File: src/rtl/pr_dma_master_if.sv
// rtl/pr_dma_master_if.sv - processor-side peripheral bus (PrAddr/PrWe/PrWD/PrRD) between initiator and bridge mux
interface pr_dma_master_if;
    logic        PrWe;
    logic [31:0] PrAddr;
    logic [31:0] PrWD;
    logic [31:0] PrRD;

    modport master (output PrWe, output PrAddr, output PrWD, input PrRD);
    modport slave  (input PrWe, input PrAddr, input PrWD, output PrRD);
endinterface

File: src/rtl/pr_dma_master.sv
// rtl/pr_dma_master.sv - word-copy bus initiator with done interrupt; PR_DMA_FIXED_SRC_EN enables CTRL.fixsrc
module pr_dma_master #(
    parameter int CNT_W  = 16,
    parameter int STRIDE = 4
) (
    input  logic                  clk,
    input  logic                  reset,
    input  logic                  cfg_we,
    input  logic [1:0]            cfg_addr,
    input  logic [31:0]           cfg_wd,
    output logic [31:0]           cfg_rd,
    pr_dma_master_if.master       bus,
    output logic                  busy,
    output logic                  irq
);
    localparam logic [31:0] ADDR_MASK = 32'hFFFF_FFFC;

    typedef enum logic [1:0] {S_IDLE, S_RD, S_WR, S_DONE} state_t;

    state_t             r_state;
    logic [31:0]        r_src;
    logic [31:0]        r_dst;
    logic [CNT_W-1:0]   r_cnt;
    logic [31:0]        r_data;
    logic               r_ie;
    logic               r_done;
    logic               w_fixsrc;
    logic               w_busy;
    logic               w_ctrl_we;
    logic               w_start;
    logic               w_abort;

    assign w_busy    = (r_state == S_RD) || (r_state == S_WR);
    assign w_ctrl_we = cfg_we && (cfg_addr == 2'd3);
    assign w_start   = w_ctrl_we && cfg_wd[0];
    assign w_abort   = w_ctrl_we && cfg_wd[4];

`ifdef PR_DMA_FIXED_SRC_EN
    logic r_fixsrc;
    always_ff @(posedge clk or negedge reset) begin
        if (!reset)
            r_fixsrc <= 1'b0;
        else if (w_ctrl_we)
            r_fixsrc <= cfg_wd[3];
    end
    assign w_fixsrc = r_fixsrc;
`else
    assign w_fixsrc = 1'b0;
`endif

    always_ff @(posedge clk or negedge reset) begin
        if (!reset) begin
            r_state <= S_IDLE;
            r_src   <= '0;
            r_dst   <= '0;
            r_cnt   <= '0;
            r_data  <= '0;
            r_ie    <= 1'b0;
            r_done  <= 1'b0;
        end else begin
            // Address/count registers belong to the FSM while a copy is in flight.
            if (cfg_we && !w_busy) begin
                case (cfg_addr)
                    2'd0:    r_src <= cfg_wd & ADDR_MASK;
                    2'd1:    r_dst <= cfg_wd & ADDR_MASK;
                    2'd2:    r_cnt <= cfg_wd[CNT_W-1:0];
                    default: ;
                endcase
            end
            if (w_ctrl_we) begin
                r_ie <= cfg_wd[1];
                if (cfg_wd[2])
                    r_done <= 1'b0;
            end

            case (r_state)
                S_IDLE: begin
                    if (w_start)
                        r_state <= (r_cnt != '0) ? S_RD : S_DONE;
                end
                S_RD: begin
                    r_data  <= bus.PrRD;
                    r_state <= w_abort ? S_IDLE : S_WR;
                end
                S_WR: begin
                    // The write in flight completes even when aborted, so pointers still advance.
                    r_cnt <= r_cnt - CNT_W'(1);
                    r_dst <= (r_dst + 32'(STRIDE)) & ADDR_MASK;
                    if (!w_fixsrc)
                        r_src <= (r_src + 32'(STRIDE)) & ADDR_MASK;
                    if (w_abort)
                        r_state <= S_IDLE;
                    else if (r_cnt == CNT_W'(1))
                        r_state <= S_DONE;
                    else
                        r_state <= S_RD;
                end
                S_DONE: begin
                    r_done  <= 1'b1;
                    r_state <= S_IDLE;
                end
                default: r_state <= S_IDLE;
            endcase
        end
    end

    always_comb begin
        bus.PrWe   = 1'b0;
        bus.PrAddr = '0;
        bus.PrWD   = '0;
        case (r_state)
            S_RD: bus.PrAddr = r_src;
            S_WR: begin
                bus.PrWe   = 1'b1;
                bus.PrAddr = r_dst;
                bus.PrWD   = r_data;
            end
            default: ;
        endcase
    end

    always_comb begin
        cfg_rd = '0;
        case (cfg_addr)
            2'd0:    cfg_rd = r_src;
            2'd1:    cfg_rd = r_dst;
            2'd2:    cfg_rd = 32'(r_cnt);
            default: cfg_rd = {27'd0, 1'b0, w_fixsrc, r_done, r_ie, 1'b0};
        endcase
    end

    assign busy = w_busy;
    assign irq  = r_done & r_ie;

endmodule

File: src/flat_wrapper.sv
// flat-port wrapper written by rule: the top's interface ports become plain ports
module pr_dma_master_flat 
#(
    parameter int CNT_W  = 16,
    parameter int STRIDE = 4
)
  (clk, reset, cfg_we, cfg_addr, cfg_wd, cfg_rd, busy, irq, bus_PrWe, bus_PrAddr, bus_PrWD, bus_PrRD);
  pr_dma_master_if bus_i ();
  input  logic clk;
  input  logic reset;
  input  logic cfg_we;
  input  logic [1:0] cfg_addr;
  input  logic [31:0] cfg_wd;
  output logic [31:0] cfg_rd;
  output logic busy;
  output logic irq;
  output wire logic [$bits(bus_i.PrWe)-1:0] bus_PrWe;
  output wire logic [$bits(bus_i.PrAddr)-1:0] bus_PrAddr;
  output wire logic [$bits(bus_i.PrWD)-1:0] bus_PrWD;
  input wire logic [$bits(bus_i.PrRD)-1:0] bus_PrRD;
  assign bus_PrWe = bus_i.PrWe;
  assign bus_PrAddr = bus_i.PrAddr;
  assign bus_PrWD = bus_i.PrWD;
  assign bus_i.PrRD = bus_PrRD;
  pr_dma_master #(.CNT_W(CNT_W), .STRIDE(STRIDE)) u_core (.clk(clk), .reset(reset), .cfg_we(cfg_we), .cfg_addr(cfg_addr), .cfg_wd(cfg_wd), .cfg_rd(cfg_rd), .bus(bus_i), .busy(busy), .irq(irq));
endmodule
File: config.mk
export PLATFORM = sky130hd
export DESIGN_NAME = pr_dma_master_flat
export DESIGN_NICKNAME = d
export VERILOG_FILES = /design/src/rtl/pr_dma_master_if.sv /design/src/rtl/pr_dma_master.sv /design/src/flat_wrapper.sv
export SDC_FILE = /design/constraint.sdc
export NUM_CORES = 1
export LEC_CHECK = 0
export ABC_AREA = 1
export BUFFER_PORTS_ARGS = -buffer_cell sky130_fd_sc_hd__buf_2
export CORE_UTILIZATION = 35
export DETAILED_ROUTE_END_ITERATION = 7
export PLACE_DENSITY_LB_ADDON = 0.2
export SLEW_MARGIN = 20
export SYNTH_ARGS = -nofsm -noshare
export SYNTH_HDL_FRONTEND = slang
export SYNTH_SLANG_ARGS = --single-unit
File: constraint.sdc
create_clock -name clk -period 3.3 [get_ports clk]
set_clock_uncertainty 0.1 [all_clocks]
set_input_delay 0.33 -clock clk [delete_from_list [all_inputs] [get_ports clk]]
set_output_delay 0.33 -clock clk [all_outputs]
set_load 0.005 [all_outputs]
=== Word-level counts from Yosys, hierarchy flattened ===
Cells that the tools add are included.

* Register bits: 116
* Input bits: 69
* Output and inout bits: 99
* Word-level logic and storage cells: 60

* Add/subtract/negate cells: 3
* Eq/ne operators: 8
* Mux-type cells: 22
* Bitwise logic cells: 1
* Reduce and logical (&&, ||, !) cells: 19

{| class="wikitable"
|+ Operator list
! kind !! count
|-
| 2-to-1 mux 32 bit || 7
|-
| one-hot mux 32 bit (3 select lines) || 1
|-
| adder 32 x 3 -> 32 bit, second input constant || 2
|-
| one-hot mux 32 bit (2 select lines) || 1
|-
| 2-to-1 mux 16 bit || 3
|-
| equality test 16 x 1 -> 1 bit, second input constant || 1
|-
| nonzero test 16 bit || 1
|-
| subtractor 16 x 1 -> 16 bit, second input constant || 1
|-
| nonzero test 2 bit || 6
|-
| 2-to-1 mux 2 bit || 5
|-
| equality test 2 bit, second input constant || 4
|-
| one-hot mux 2 bit (4 select lines) || 1
|-
| AND reduction 2 bit || 4
|-
| equality test 2 x 1 -> 1 bit, second input constant || 2
|-
| logical AND 1 bit || 4
|-
| zero test 2 bit || 2
|-
| 2-to-1 mux 1 bit || 4
|-
| != test 2 x 1 -> 1 bit, second input constant || 1
|-
| AND 1 bit || 1
|-
| zero test 1 bit || 1
|-
| logical OR 1 bit || 1
|}

=== Longest topological paths before layout ===
Gate-level depths: netlist (run 1).

* Depth after elaboration: 6
* Gate-level depth with buffers: 13
* Mapped depth without buffers: 12

=== Least setup slack after synthesis (run 1) ===
No wires, ideal clock.

* Path kind: register to output
* From: register u_core.r_state[0]
* To: output port bus_PrAddr[13]
* Data arrival time: 1.521 ns
* Data required time: 2.870 ns
* Slack: 1.349 ns
* Cell stages (with the launch flop): 8
* Path buffers: 3
* Cells stage by stage: dfrtp_1 > inv_1 > ha_1 > buf_4 > clkbuf_1 > buf_2 > nand2_1 > a21oi_1

* Cells in the longest elaborated chain, start to end: 2
* Elaborated cells on any way between the ends: 3
* Classes of those cells: eq/ne (2); mux (1)

{| class="wikitable"
|+ RTL lines
! element !! line !! source
|-
| start: declaration || pr_dma_master.sv:20 || <nowiki>state_t r_state;</nowiki>
|-
| start signal: assignment || pr_dma_master.sv:79 || <nowiki>r_state <= (r_cnt != '0) ? S_RD : S_DONE;</nowiki>
|-
| start signal: assignment || pr_dma_master.sv:83 || <nowiki>r_state <= w_abort ? S_IDLE : S_WR;</nowiki>
|-
| equality test 2 bit or equality test 2 x 1 -> 1 bit (tied branches) || pr_dma_master.sv:111 || <nowiki>case (r_state)</nowiki>
|-
| one-hot mux 32 bit (2 select lines) (*) || pr_dma_master.sv:111 ||
|-
| end: declaration || flat_wrapper.sv:18 || <nowiki>output wire logic [$bits(bus_i.PrAddr)-1:0] bus_PrAddr;</nowiki>
|}

Every way passes the cells marked *; elsewhere a longest branch is shown, timed or not.

=== Worst setup path after layout (run 1) ===
* From: register u_core.r_state[0]
* To: output port bus_PrAddr[11]

The elaborated chain is that of the path after synthesis.

==> impl_metrics.ini, run 1 <==
[clock_network]
cts_tree = yes
numClockSinks = 112
cts_buffers = 9
ctsHtreeMaxLevel = 3
cts_max_path_buffers = 2
worstSkewPairLatency_ns = 0.37
postCtsHoldBufs = 1
cts_resized = 0
root_buffer = clkbuf_16
cts.clk_slew.worst_paths_ns = 0.09
cts_setup_buffers = 0

[power]
power_density_nw_per_um2 = 929
cellLeakagePower_nw = 4.94
irDropWorstVdd_mv = 0.351
p_total_w = 0.00872

[critical_path]
worstPathCellList = inv_1, ha_4, buf_4, nand2_1, a21oi_1, buf_2
crit_arrival_ns = 2.45
timing.rr.start = u_core.r_state[0]
cp.depth = 6
crit_path_max_fanout = 44
path_delay_family = buffers and inverters
max_stage_delay_ns = 0.53
critPathLaunch = u_core.r_state[0]
cp_slowest_cell = buf_4
timing.rr.end = u_core.r_dst[7]
criticalPathCategory = flop to output pin
start_kind = flop
path_buf_inv = 3
crit_path_end = bus_PrAddr[11]
worstPathRequired_ns = 2.87
end_kind = output pin
worstRegToRegCells = 10
reg2reg_slack_ns = 0.82

[final_layout]
fillCellCount = 2433
final_nets = 1480
antennaDiodeCount = 0
area_growth_pct = 17.0
drive_above_1_share_pct = 16.7

[timing]
min_period_ns = 2.88
fin_crit_sh_pct = 87.1
setup-violations-final = 0
fmax_ghz = 0.348
relSlewSlack_pct = 43.5
setup_tns_ns = 0
rsz0062_at_grt = false
hold_violations = 0
whs_ns = 0.0527
worst_slew_pin_slew_ns = 0.847
slew_viol_final = 0

[global_routing]
grt_max_degree = 59
grt.overflow.total = 0
use_met1_pct = 35.7
antenna_found_initial = 0
grt.total_usage_pct = 25.5
grt_util_met3_pct = 5.05
globalRouteMet2Util_pct = 38.6
grt_busiest_layer = met2
grt_pass1_wl_mm = 46.6
grt_pass1_vias = 8221

[routing]
wl_mm = 29.7
drt-vias-per-instance = 5.23
drtAntennaViolNets = 0
drtIter0Drc = 945
wl_per_cell_um = 17.6
drc = 0
vias = 8840
dr.pass1.iters = 6

[place]
hpwlAfterDp_mm = 22.2
port_buffers = 165
gp_congestion = 0.973

[logic_synthesis]
synth_seq_cells = 112
syn_area_um2 = 8030
ys_warn_count = 0
seq_area_frac_synth_pct = 34.9
ys_types = 43
avgSynthCellArea_um2 = 6.33
synthCells = 1268

[status]
outcome = complete, no violations

[die]
die_w_um = 153
top_level_ports = 168
start_util_pct = 35.6
coreArea_um2 = 22600
fp-row-count = 55
die_area_um2 = 23600
die_y_um = 153

[min_path]
min_path_cells = 3
min_path_type = input port to flop

[job]
maxCapViolations = 0
-- Yosys cell counts (all sizes together) --
library cell	instances	area (um2)
nor3	10	50.1
and3	1	6.26
a31oi	10	62.6
xor2	8	70.1
dfrtp	112	2800
clkbuf	24	90.1
o221ai	11	96.3
or2	1	6.26
xnor2	2	17.5
o211ai	23	173
a21oi	57	297
nand3	64	343
ha	10	125
nand2	469	1770
o21a	1	7.51
a21boi	2	15.0
nor2	181	777
a31o	1	8.76
buf	33	186
mux2	1	11.3
a221oi	1	8.76
conb	1	3.75
o22ai	17	106
inv	148	556
a21o	1	7.51
a211oi	1	7.51
o21bai	1	7.51
o21ai	59	295
o31ai	3	22.5
o32ai	1	8.76
nand4	14	87.6
-- how the worst min path moves through the flow --
stage                      start           endpoint  slack, ns
2_1_floorplan              reset    u_core.r_cnt[0]      -0.07
3_3_place_gp    u_core.r_data[8]   u_core.r_data[8]       0.35
3_5_place_dp   u_core.r_data[26]  u_core.r_data[26]       0.36
4_1_cts              bus_PrRD[5]   u_core.r_data[5]       0.04
5_1_grt             bus_PrRD[19]  u_core.r_data[19]       0.05
6_report            bus_PrRD[26]  u_core.r_data[26]       0.05
-- report_power, final --
group	internal [W]	switching, W
clock	0.000616	0.000616
combinational	0.00151	0.00304
sequential	0.00205	0.000894
-- registers in the layout, summed over array words and instances (netlist names) --
name            count
u_core.r_dst       30
u_core.r_ie         1
u_core.r_src       30
u_core.r_data      32
u_core.r_cnt       16
u_core.r_done       1
u_core.r_state      2
-- final cells by class --
cell class / instances / area (um2) / share of cell area (%)
clock inverter: 7 / 96.3 / 1.03
tap: 285 / 357 / 3.80
clock buffer: 9 / 225 / 2.40
sequential: 112 / 2800 / 29.8
inverter: 148 / 556 / 5.92
timing repair buffer: 178 / 941 / 10.0
multi-input combinational: 952 / 4410 / 47.0
-- worst min-delay path, delay by kind of cell --
family                 cells  cell delay [ns]
and+or+nand+nor            2             0.09
buffers and inverters      1             0.07
-- kinds of logic (layout without fill, tap and decap cells) --
logic type / after synthesis / count (layout) / synth area share [%]
adder cells (fa/ha/maj): 10 / 10 / 1.56
multiplexers: 1 / 1 / 0.140
AO/OA/AOI/OAI: 189 / 189 / 14.0
other: 1 / 2 / 0.0467
flip-flops: 112 / 112 / 34.9
buffers and inverters: 205 / 342 / 10.4
AND/OR/NAND/NOR: 740 / 740 / 37.9
XOR/XNOR: 10 / 10 / 1.09
-- metal layers --
layer	up-vias	part of all wire, %
met2	395	44
met5	-	0
met4	0	3.7
met1	4091	45
met3	69	7.9
li1	4285	-
-- metrics by stage --
step	setup slack, ns	area (um2)	utilization (%)	instances
5_1_grt	0.357	9390	41.6	1691
2_1_floorplan	1.35	8030	-	1269
6_report	0.425	9390	41.6	1691
4_1_cts	0.453	9390	41.6	1691
3_3_place_gp	0.846	9060	40.1	1674
3_5_place_dp	0.844	9060	40.1	1674
-- cells in the final DEF, fill, tap and decap left out, drive strengths merged, types with 2 or more instances in the layout --
cell    Yosys  final
a21boi      2      2
a21oi      57     57
a31oi      10     10
buf        33    177
clkbuf     24      9
clkinv      0      2
conb        1      2
dfrtp     112    112
ha         10     10
inv       148    151
nand2     469    469
nand3      64     64
nand4      14     14
nor2      181    181
nor3       10     10
o211ai     23     23
o21ai      59     59
o221ai     11     11
o22ai      17     17
o31ai       3      3
xnor2       2      2
xor2        8      8
(Power assumes the default switching activity.)
==> inputs of run 2 (changes only) <==
Settings changed: REMOVE_ABC_BUFFERS set to 1.
==> run 2 against run 1 <==
- worst setup slack improved by 0.13 ns
- total power fell by 0.96%
- first-iteration DRC count fell by 9.6%
- flip-flop and latch count did not move
- sequential power fell by 1%
- sequential share of layout area fell by 0.17 points
- cell area rose by 0.57%
- die area did not move
- critical path type unchanged
- critical endpoint is now bus_PrAddr[19]
==> impl_metrics.ini, run 2 (same netlist as run 1, synthesis figures left out) <==
[status]
outcome = complete, no violations

[clock_network]
worstSkewPairLatency_ns = 0.37
ctsHtreeMaxLevel = 3
cts.clk_slew.worst_paths_ns = 0.08
cts_buffers = 9
root_buffer = clkbuf_16
numClockSinks = 112
cts_max_path_buffers = 2
cts_tree = yes

[job]
maxCapViolations = 0

[power]
clock_power_share_pct = 14.1
power_density_nw_per_um2 = 915
cellLeakagePower_nw = 4.96
irDropWorstVdd_mv = 0.329
swShare_pct = 51.2
p_sw_w = 0.00442
internal_power_w = 0.00422
seqPwrFrac_pct = 33.6
pwr-share-comb_pct = 52.3
p_total_w = 0.00864

[place]
port_buffers = 165
gp_congestion = 0.934
hpwlAfterDp_mm = 20.5

[critical_path]
timing.rr.end = u_core.r_dst[17]
reg2reg_slack_ns = 0.73
critPathLaunch = u_core.r_state[1]
path_delay_family = adder cells
worstPathCellList = inv_1, ha_2, buf_4, nand2_1, a21oi_1, buf_2
path_buf_inv = 3
crit_path_end = bus_PrAddr[19]
timing.rr.start = u_core.r_state[1]
cp.depth = 6
crit_arrival_ns = 2.32
crit_path_max_fanout = 31
start_kind = flop
worstRegToRegCells = 11
max_stage_delay_ns = 0.75
cp_slowest_cell = ha_2
worstPathRequired_ns = 2.87
end_kind = output pin
criticalPathCategory = flop to output pin

[final_layout]
antennaDiodeCount = 0
area_growth_pct = 17.6
mostFrequentLayoutCells = nand2_1 (464), buf_2 (164), nor2_1 (163)
final_core_utilization_pct = 41.8
fillCellCount = 2508
final_nets = 1483
max_flop_register = u_core.r_data
largest_reg_flops = 32
final_common_cell = nand2_1
reg_top3 = u_core.r_data (32), u_core.r_dst (30), u_core.r_src (30)
drive_above_1_share_pct = 16.9

[die]
die_y_um = 153
die_area_um2 = 23600
die_w_um = 153
top_level_ports = 168
start_util_pct = 35.6
coreArea_um2 = 22600
fp-row-count = 55

[timing]
fmax_ghz = 0.364
min_period_ns = 2.75
whs_ns = 0.0652
rsz0062_at_grt = false
setup-violations-final = 0
slew_viol_final = 0
hold_violations = 0
fin_crit_sh_pct = 83.3
worst_slew_pin_slew_ns = 1.06
relSlewSlack_pct = 29.4

[routing]
drtIter0Drc = 854
drt-vias-per-instance = 5.17
drtAntennaViolNets = 0
drc = 0
vias = 8764
wl_per_cell_um = 16.8
dr.pass1.iters = 6
wl_mm = 28.4

[global_routing]
grt_pass1_vias = 7987
grt_max_degree = 54
grt.total_usage_pct = 24.5
grt_pass1_wl_mm = 45.0
antenna_found_initial = 0
grt.overflow.total = 0

[min_path]
min_path_type = input port to flop
==> run 2: cell count changes in the layout (fill, tap and decap cells not counted) <==
cell,delta
inv_8,-2
inv_6,+2
clkinv_4,-1
clkinvlp_4,+1
buf_12,+3
==> run 2: timing repair <==
| action | CTS | global route |
|---|---|---|
| hold buffers | 1 | 0 |
| setup buffers | 0 | 0 |
| resized for setup | 0 | 0 |
| hold endpoints to repair | 35 | 0 |
==> run 2: power groups by stage <==
stage                     logic (W)  registers [W]  clock network [W]
after floorplan             0.00296        0.00261                  0
after global routing        0.00512        0.00301            0.00128
after global placement      0.00446        0.00288                  0
after detailed placement    0.00451        0.00289                  0
after CTS                   0.00452        0.00287            0.00123
final                       0.00452        0.00290            0.00121
==> run 2: layout make-up <==
| cell class | instances | area, um2 | area share [%] |
|---|---|---|---|
| clock inverters | 7 | 90.1 | 0.954 |
| clock buffers | 9 | 225 | 2.38 |
| inverters | 148 | 556 | 5.88 |
| well taps | 285 | 357 | 3.78 |
| flip-flops and latches | 112 | 2800 | 29.7 |
| repair buffers | 181 | 1000 | 10.6 |
| multi-input cells | 952 | 4410 | 46.7 |
==> run 2: worst min-delay path by stage <==
stage          slack, ns  cells after the start    startpoint                end
3_5_place_dp        0.26                      1         reset  u_core.r_data[10]
4_1_cts             0.06                      3  bus_PrRD[31]  u_core.r_data[31]
2_1_floorplan      -0.07                      0         reset    u_core.r_cnt[0]
6_report            0.07                      3  bus_PrRD[31]  u_core.r_data[31]
5_1_grt             0.07                      3  bus_PrRD[26]  u_core.r_data[26]
3_3_place_gp        0.26                      1         reset  u_core.r_data[10]
==> run 2: tightest hold or removal path, cell delays in order <==
cell,delay [ns]
buf_2,0.07
nand2_1,0.04
nand2_1,0.05
==> run 2: per-stage QoR <==
stage / cells / TNS, ns / setup WS, ns / instance area [um2]
3_5_place_dp: 1677 / 0 / 0.781 / 9120
6_report: 1694 / 0 / 0.551 / 9440
4_1_cts: 1694 / 0 / 0.552 / 9440
2_1_floorplan: 1212 / -108.22 / -1.41 / 7760
3_3_place_gp: 1677 / 0 / 0.832 / 9120
5_1_grt: 1694 / 0 / 0.407 / 9440
==> run 2: per-layer routing <==
layer | vias to the layer above | track usage [%] | wire [um]
li1 | 4296 | - | -
met1 | 4087 | 35.5 | 13600
met2 | 340 | 37.7 | 12500
met3 | 41 | 2.47 | 1670
met4 | 0 | 8.29 | 605
met5 | - | 0 | 0
==> inputs of run 3 (changes only) <==
Clock period 3.3 ns to 2.35 ns, I/O delays scaled along.
==> run 3 against run 2 <==
- routed wire length is 3.8% higher
- clock power is 33% higher
- count of clock-buffer cells in the layout stayed put
- cell area is 6.1% higher
- sequential share of layout area is 1.7 points lower
- utilization is 2.6 points higher
- sequential power is 38% higher
- flip-flop and latch count stayed put
- cell count is 3.4% higher
- die area stayed put
- critical path depth is 2 higher
==> impl_metrics.ini, run 3 (same netlist as run 1, synthesis figures left out) <==
[power]
swShare_pct = 50.6
irDropWorstVdd_mv = 0.444
pwr-share-comb_pct = 55.0
clock_power_share_pct = 12.9
power_density_nw_per_um2 = 1240
internal_power_w = 0.00616
seqPwrFrac_pct = 32.1
p_sw_w = 0.00632
cellLeakagePower_nw = 5.24

[final_layout]
largest_reg_flops = 32
max_flop_register = u_core.r_data
mostFrequentLayoutCells = nand2_1 (464), buf_2 (164), nor2_1 (163)
area_growth_pct = 24.8
final_common_cell = nand2_1
drive_above_1_share_pct = 18.1
reg_top3 = u_core.r_data (32), u_core.r_dst (30), u_core.r_src (30)
antennaDiodeCount = 0
final_nets = 1541

[clock_network]
numClockSinks = 112
cts_buffers = 9
cts_max_path_buffers = 2
worstSkewPairLatency_ns = 0.37
cts.clk_slew.worst_paths_ns = 0.09
root_buffer = clkbuf_16
ctsHtreeMaxLevel = 3
cts_tree = yes

[routing]
drtIter0Drc = 826
drtAntennaViolNets = 0
vias = 8978
dr.pass1.iters = 5
drt-vias-per-instance = 5.12
wl_mm = 29.5
drc = 0
wl_per_cell_um = 16.8

[critical_path]
criticalPathCategory = flop to output pin
worstPathRequired_ns = 2.02
crit_path_max_fanout = 9
end_kind = output pin
start_kind = flop
timing.rr.end = u_core.r_src[23]
timing.rr.start = u_core.r_state[1]
reg2reg_slack_ns = 0.15
worstRegToRegCells = 11
crit_arrival_ns = 1.92

[timing]
setup-violations-final = 0
setup_tns_ns = 0
rsz0062_at_grt = true
fmax_ghz = 0.444
relSlewSlack_pct = 55.5
fin_crit_sh_pct = 95.8
whs_ns = 0.0651
hold_violations = 0
slew_viol_final = 0
worst_slew_pin_slew_ns = 0.668
min_period_ns = 2.25

[global_routing]
grt_util_met3_pct = 3.29
grt_busiest_layer = met2
grt_pass1_wl_mm = 46.4
antenna_found_initial = 0
grt.overflow.total = 0
use_met1_pct = 34.8
grt_max_degree = 113
globalRouteMet2Util_pct = 40.6
grt.total_usage_pct = 25.0
grt_pass1_vias = 8405

[min_path]
hold_end = u_core.r_cnt[0]
worstHoldStart = cfg_wd[0]
min_path_cells = 3
min_path_type = input port to flop

[die]
die_y_um = 153
die_w_um = 153
fp-row-count = 55
top_level_ports = 168
die_area_um2 = 23600
coreArea_um2 = 22600
start_util_pct = 35.6

[place]
port_buffers = 165
gp_congestion = 0.920
hpwlAfterDp_mm = 20.8

[status]
outcome = complete, no violations

[job]
maxCapViolations = 0
==> run 3: changes by cell type in the layout (fill, tap and decap cells not counted), sizes merged <==
cell / change
buf: +23
clkbuf: +2
dlygate4sd3: +33
inv: +1
clkinvlp: -1
clkinv: +1
bufinv: -1
==> run 3: cell type report <==
class,count,area [um2]
fillers,2437,12600
multi-input cells,952,4420
flip-flops and latches,112,2800
repair buffers,239,1590
inverters,148,556
well taps,285,357
clock buffers,9,225
clock inverters,7,62.6
==> run 3: power groups by stage <==
stage / logic (W) / registers [W] / clock network (W)
floorplan: 0.00415 / 0.00367 / 0
global placement: 0.00653 / 0.00399 / 0
detailed placement: 0.00661 / 0.00399 / 0
CTS: 0.00671 / 0.00397 / 0.00165
global route: 0.00774 / 0.00416 / 0.00171
finish: 0.00686 / 0.00400 / 0.00161
==> run 3: what timing repair did <==
| action | in CTS | in global routing |
|---|---|---|
| hold endpoints to repair | 145 | 0 |
| resized for setup | 0 | 5 |
| setup endpoints to repair | 16 | 13 |
| setup buffers | 3 | 5 |
| hold buffers | 34 | 0 |
| gates cloned | 0 | 1 |
==> run 3: worst max-delay path by stage <==
stage                      start          endpoint
6_report       u_core.r_state[0]    bus_PrAddr[29]
5_1_grt        u_core.r_state[1]  u_core.r_src[29]
4_1_cts        u_core.r_state[0]    bus_PrAddr[31]
3_5_place_dp   u_core.r_state[1]  u_core.r_src[23]
3_3_place_gp   u_core.r_state[1]  u_core.r_src[23]
2_1_floorplan  u_core.r_state[0]   u_core.r_cnt[1]
==> run 3: per-stage QoR <==
| stage | total power [W] | utilization [%] | instances | setup WS, ns | area [um2] |
|---|---|---|---|---|---|
| floorplan | 0.00782 | - | 1212 | -2.36 | 7760 |
| global placement | 0.0105 | 41.1 | 1693 | 0.209 | 9280 |
| detailed placement | 0.0106 | 41.1 | 1693 | 0.143 | 9280 |
| CTS | 0.0123 | 44.0 | 1746 | 0.0177 | 9930 |
| global route | 0.0136 | 44.4 | 1752 | -0.00142 | 10000 |
| finish | 0.0125 | 44.4 | 1752 | 0.0982 | 10000 |
==> run 3: routing by layer <==
| layer | share of wire, % | up-vias |
|---|---|---|
| met2 | 46 | 332 |
| met4 | 1.7 | 0 |
| met5 | 0 | - |
| met3 | 5.6 | 36 |
| li1 | - | 4421 |
| met1 | 47 | 4189 |
==> run 3: critical path, stage by stage, from the launching register on <==
cell and delay, ns:
dfrtp_1 0.40, inv_1 0.09, buf_4 0.14, ha_4 0.14
clkbuf_4 0.19, buf_4 0.20, nand2_1 0.09, a21oi_1 0.16
buf_2 0.14
